===== src/rtl/display_pkg.sv =====
// Shared types and constants for the ecall print display path.
// Segment patterns are active-low, bit order {dp,g,f,e,d,c,b,a}.
package display_pkg;

  typedef enum logic [1:0] {
    IDLE,
    CONVERT,
    COMMIT
  } state_t;

  localparam int BIN_W  = 32;
  localparam int BCD_N  = 10;
  localparam int BCD_W  = 4 * BCD_N;
  localparam int DISP_N = 8;
  localparam int DISP_W = 4 * DISP_N;

  localparam logic [7:0] SEG_BLANK = 8'hFF;
  localparam logic [7:0] SEG_DASH  = 8'hBF;

  // Packed so that SEG_DIGIT[d] is the pattern for digit d.
  localparam logic [9:0][7:0] SEG_DIGIT = {
    8'h90, 8'h80, 8'hF8, 8'h82, 8'h92,
    8'h99, 8'hB0, 8'hA4, 8'hF9, 8'hC0
  };

  function automatic logic [BCD_W-1:0] dd_adjust(
    input logic [BCD_W-1:0] b
  );
    logic [BCD_W-1:0] r;
    r = b;
    for (int i = 0; i < BCD_N; i++) begin
      if (b[4*i +: 4] >= 4'd5)
        r[4*i +: 4] = b[4*i +: 4] + 4'd3;
    end
    return r;
  endfunction

endpackage


===== src/rtl/seg7_decode.sv =====
// BCD nibble to active-low seven-segment pattern.
// Dash wins over blank; non-decimal nibbles render blank.
module seg7_decode
  import display_pkg::*;
(
  input  logic [3:0] bcd,
  input  logic       blank,
  input  logic       dash,
  output logic [7:0] seg
);

  always_comb begin
    seg = SEG_BLANK;
    if (dash)
      seg = SEG_DASH;
    else if (!blank && bcd <= 4'd9)
      seg = SEG_DIGIT[bcd];
  end

endmodule


===== src/rtl/print_display.sv =====
// Ecall print back-end: double-dabble conversion of a0 and
// a multiplexed 8-digit seven-segment scan with blanking.
module print_display
  import display_pkg::*;
#(
  parameter int REFRESH_DIV = 100000,
  parameter int DIGITS      = 8
) (
  input  logic              clk,
  input  logic              rst,
  input  logic              renew,
  input  logic [31:0]       value,
  output logic [7:0]        seg,
  output logic [DIGITS-1:0] an,
  output logic              busy,
  output logic              overflow
);

  localparam int RW = $clog2(REFRESH_DIV);
  localparam int IW = $clog2(DIGITS);
  localparam logic [RW-1:0] RMAX = RW'(REFRESH_DIV - 1);

  state_t            state, state_n;
  logic [BIN_W-1:0]  sh, sh_n;
  logic [BCD_W-1:0]  bcd, bcd_n;
  logic [4:0]        step, step_n;
  logic              pend, pend_n;
  logic [BIN_W-1:0]  pval, pval_n;
  logic [DISP_W-1:0] disp, disp_n;
  logic              ovf, ovf_n;
  logic [RW-1:0]     rcnt, rcnt_n;
  logic [IW-1:0]     idx, idx_n;
  logic [IW-1:0]     msd;
  logic [7:0]        seg_n;

  always_comb begin
    state_n = state;
    sh_n    = sh;
    bcd_n   = bcd;
    step_n  = step;
    pend_n  = pend;
    pval_n  = pval;
    disp_n  = disp;
    ovf_n   = ovf;
    unique case (state)
      IDLE: begin
        if (renew) begin
          sh_n    = value;
          bcd_n   = '0;
          step_n  = '0;
          state_n = CONVERT;
        end
      end
      CONVERT: begin
        {bcd_n, sh_n} = {dd_adjust(bcd), sh} << 1;
        step_n = step + 5'd1;
        if (step == 5'd31)
          state_n = COMMIT;
        if (renew) begin
          pend_n = 1'b1;
          pval_n = value;
        end
      end
      COMMIT: begin
        disp_n = bcd[DISP_W-1:0];
        ovf_n  = |bcd[BCD_W-1:DISP_W];
        // A request landing on this cycle is newer than pval.
        if (pend || renew) begin
          sh_n    = renew ? value : pval;
          bcd_n   = '0;
          step_n  = '0;
          pend_n  = 1'b0;
          state_n = CONVERT;
        end else begin
          state_n = IDLE;
        end
      end
      default: state_n = IDLE;
    endcase
  end

  always_comb begin
    rcnt_n = rcnt + RW'(1);
    idx_n  = idx;
    if (rcnt == RMAX) begin
      rcnt_n = '0;
      idx_n  = idx + IW'(1);
    end
  end

  always_comb begin
    msd = '0;
    for (int i = 1; i < DISP_N; i++) begin
      if (disp_n[4*i +: 4] != 4'd0)
        msd = IW'(i);
    end
  end

  // Decode from next-state values so seg and an flip on one edge.
  seg7_decode u_dec (
    .bcd   (disp_n[{idx_n, 2'b00} +: 4]),
    .blank (idx_n > msd),
    .dash  (ovf_n),
    .seg   (seg_n)
  );

  always_ff @(posedge clk or negedge rst) begin
    if (!rst) begin
      state <= IDLE;
      sh    <= '0;
      bcd   <= '0;
      step  <= '0;
      pend  <= 1'b0;
      pval  <= '0;
      disp  <= '0;
      ovf   <= 1'b0;
      rcnt  <= '0;
      idx   <= '0;
      seg   <= SEG_DIGIT[0];
      an    <= ~DIGITS'(1);
    end else begin
      state <= state_n;
      sh    <= sh_n;
      bcd   <= bcd_n;
      step  <= step_n;
      pend  <= pend_n;
      pval  <= pval_n;
      disp  <= disp_n;
      ovf   <= ovf_n;
      rcnt  <= rcnt_n;
      idx   <= idx_n;
      seg   <= seg_n;
      an    <= ~(DIGITS'(1) << idx_n);
    end
  end

  assign busy     = (state != IDLE);
  assign overflow = ovf;

endmodule


===== config.mk =====
export PLATFORM = sky130hd
export DESIGN_NAME = print_display
export DESIGN_NICKNAME = d
export VERILOG_FILES = /design/src/rtl/display_pkg.sv /design/src/rtl/seg7_decode.sv /design/src/rtl/print_display.sv
export SDC_FILE = /design/constraint.sdc
export NUM_CORES = 1
export LEC_CHECK = 0
export CAP_MARGIN = 15
export CORE_UTILIZATION = 30
export CTS_CLUSTER_SIZE = 14
export DETAILED_ROUTE_END_ITERATION = 8
export GPL_ROUTABILITY_DRIVEN = 1
export GPL_TIMING_DRIVEN = 0
export PLACE_DENSITY = 0.56
export SYNTH_ARGS = -nofsm -noshare
export SYNTH_HDL_FRONTEND = slang
export SYNTH_SLANG_ARGS = --single-unit
export TNS_END_PERCENT = 5

===== constraint.sdc =====
create_clock -name clk -period 3.3 [get_ports clk]
set_input_delay 0.495 -clock clk [delete_from_list [all_inputs] [get_ports clk]]
set_output_delay 0.495 -clock clk [all_outputs]
set_load 0.005 [all_outputs]

==> metrics.txt <==
layout cell share with drive strength beyond 1=17.6%; RSZ-0062 raised after global routing=true; Max Cap Viol=0; port buffer count=51; die footprint=32500 µm²; # setup viols final=0; gpl congestion=roughly 0.82; # DRC=0; worst skew pair latency=0.43 ns; fin area=11600 µm²; H-tree levels=4; maximum vdd drop=between 300 and 400 µV; Fill cells=3075; Fin. Hold Viols=0; Antenna Cells=0; Cells after Synth=908; clk_skew=0.00838 ns; hpwl dp=approximately 15 mm; Yosys top cell by area=dfrtp_1; Post-Syn Nets=982; TritonCTS clock tree=built; initial core utilization=30.8%; Critical Path Source Type=flop; status=finished clean; worst slew pin tran=0.996 ns; total global routing overflow=0; die height=180 µm; Tcrit/Tclk final=98.5%; IO Pins=53; row count=64; final wirelength=between 20 and 25 mm; async set or reset register ratio after synthesis=between 90% and 100%; flop and latch count out of synthesis=180; Bufs on Longest Clock Path=2; total global-route track usage=around 15%; Met2 Wirelength=10.6 mm; top cell type's share of synthesized area=between 40% and 50%; Layout area overhead=21.2%; post-route ant nets=0; Max-slew headroom=around 33%; post-DR vias/cell=5.17; die span in x=180 µm; Clk pin slew, worst setup/hold paths=0.07 ns; Yosys cell types=62; critical path class=flop to flop; PD cells=a little over 600 nW/µm²; via count=7263; first-pass GRT wire length=38.5 mm; largest net degree at the start of global routing=about 100; CTS sink count=180; # nets final=1069; Finished Layout Cells=1404; initial DRC count=499; routed wl met3=between 700 and 800 µm; max-slew violations=0; top cells by area, synth=dfrtp_1 (45%), mux2_2 (7.8%), ha_1 (5.1%); static leakage=4.82 nW; Worst EP required=3.64 ns; Core Area=30900 µm²; Syn. warnings=0; Cells after DPL=1356; First-pass DRT Iterations=6; worst min-delay path class=primary input to asynchronous set/reset pin; CTS root buf=clkbuf_16; crit-path max FO=6; DR top layer=met4; Routed WL per cell=16.2 µm; Worst setup EP type=flop; worst r2r src=state[0]; WP data arrival=3.59 ns; Worst setup startpoint=state[0]; sequential element share of the synthesized area=47.4%; Avg Cell Area, Syn=10.5 µm²; vias in the first global route=7269; initial antenna violation count=0; Synth Cell Area=9530 µm²; top_reg_cell synth=dfrtp_1; total CTS buffers=17; fmax=slightly above 300 MHz; M1 WL=11.1 mm; Final Total Pwr=7.10 mW; Period minus WS final=3.25 ns; Area after DPL=10600 µm²; Post-synth EDFFs=0
-- worst max-delay path, cell delays in order, from the launching register on --
cell	delay [ns]
dfrtp_1	0.39
inv_2	0.08
ha_4	0.16
buf_12	0.12
buf_12	0.12
mux2i_4	0.24
inv_2	0.06
or4_4	0.54
nand2b_4	0.16
a21oi_2	0.10
nor2_1	0.05
ha_1	0.29
a21o_1	0.13
a21oi_2	0.07
a31oi_4	0.31
nor2_4	0.09
a32oi_1	0.23
-- power breakdown --
part	internal, mW	switching, mW
clock	1.22	0.919
sequential	2.69	0.265
combinational	0.885	1.12
total	4.80	2.30
-- per-layer routing --
metal,vias up,track usage [%]
met1,3612,20.2
met4,0,4.17
li1,3478,-
met5,-,0
met2,151,23.7
met3,22,2.20
-- through the flow --
| step | setup TNS, ns | hold slack [ns] | worst slack, ns | utilization (%) |
|---|---|---|---|---|
| global route | -0.796 | 0.103 | -0.141 | 37.4 |
| detailed placement | -7.83 | 0.477 | -0.946 | 34.2 |
| floorplan | -0.00722 | 0.199 | -0.00392 | - |
| CTS | 0 | 0.0713 | 0.00863 | 36.9 |
| finish | 0 | 0.0607 | 0.0500 | 37.4 |
| global placement | -1083.81 | 0.466 | -6.12 | 34.1 |
-- cells in the final DEF, fill, tap and decap left out, types with 18 or more instances in the layout --
| master | synthesis | final |
|---|---|---|
| inv_1 | 44 | 42 |
| dfrtp_1 | 172 | 171 |
| a222oi_1 | 29 | 29 |
| ha_1 | 39 | 38 |
| nor2_1 | 41 | 40 |
| buf_4 | 1 | 18 |
| o21ai_0 | 75 | 74 |
| mux2_2 | 66 | 64 |
| nand2_1 | 106 | 106 |
| a21oi_1 | 43 | 40 |
| clkbuf_1 | 36 | 37 |
| a22o_1 | 53 | 53 |
| clkdlybuf4s50_1 | 0 | 50 |
-- cell families (layout without fill, tap and decap cells) --
family | after synthesis | count (layout) | share of synthesized area (%)
AO/OA/AOI/OAI | 241 | 241 | 17.7
XOR/XNOR | 24 | 24 | 2.21
adder cells (fa/ha/maj) | 39 | 39 | 5.12
buffers and inverters | 97 | 197 | 4.04
flip-flops | 180 | 180 | 47.4
multiplexers | 92 | 92 | 11.6
other | 1 | 1 | 0.0394
AND/OR/NAND/NOR | 234 | 234 | 12.0
-- area by class of cell --
class                           instances  area, µm²  area share [%]
Buffer                                 52        273            2.36
Clock inverter                         13        165            1.43
Multi-Input combinational cell        631       4830            41.8
Clock buffer                           19        443            3.83
Timing Repair Buffer                   68        663            5.74
Sequential cell                       180       4520            39.1
Tap cell                              396        495            4.29
Inverter                               45        169            1.46
-- cells in the mapped netlist (2+ instances only) --
cell type  number
a211oi_1        2
a21o_1          2
a21oi_1        43
a222oi_1       29
a22o_1         53
a22oi_1         5
a32oi_1         2
and2_1          5
and3_1          3
and4_1          4
buf_1           6
buf_2           8
clkbuf_1       36
dfrtp_1       172
dfstp_2         8
ha_1           39
inv_1          44
mux2_2         66
mux2i_1        18
mux4_2          8
nand2_1       106
nand2b_1       17
nand3_1        11
nand4_1         4
nor2_1         41
nor2b_1         3
nor3_1         13
nor3b_1         9
nor4_1          6
nor4b_4         2
o2111ai_1       2
o21ai_0        75
o22ai_1         5
o31ai_1         9
or3_1           2
or4_1           2
xnor2_1        17
xor2_1          7
-- repair_timing --
| action | CTS | global route |
|---|---|---|
| setup endpoints to repair | 28 | 8 |
| hold buffers | 0 | 0 |
| pin swaps | 5 | 12 |
| buffers inserted | 10 | 8 |
| gates cloned | 0 | 0 |
| resized for setup | 30 | 22 |
-- final timing paths --
kind / endpoint / slack [ns] / depth (start not counted)
worst max-delay path: seg[5] / 0.05 / 16
worst min-delay path: seg[2] / 0.06 / 1
worst max register to register: seg[5] / 0.05 / 16
worst min register to register: rcnt[0] / 0.47 / 1
max in group asynchronous: pval[0] / 2.29 / 2
min in group clk: rcnt[0] / 0.47 / 1
-- flip-flops by register name, indices dropped and copies added (netlist names) --
| signal | cells |
|---|---|
| rcnt | 17 |
| overflow | 1 |
| state | 2 |
| pval | 32 |
| seg | 7 |
| an | 8 |
| step | 5 |
| pend | 1 |
| bcd | 40 |
| disp | 32 |
| sh | 32 |
| idx | 3 |
Power figures use the tool's default switching activity.
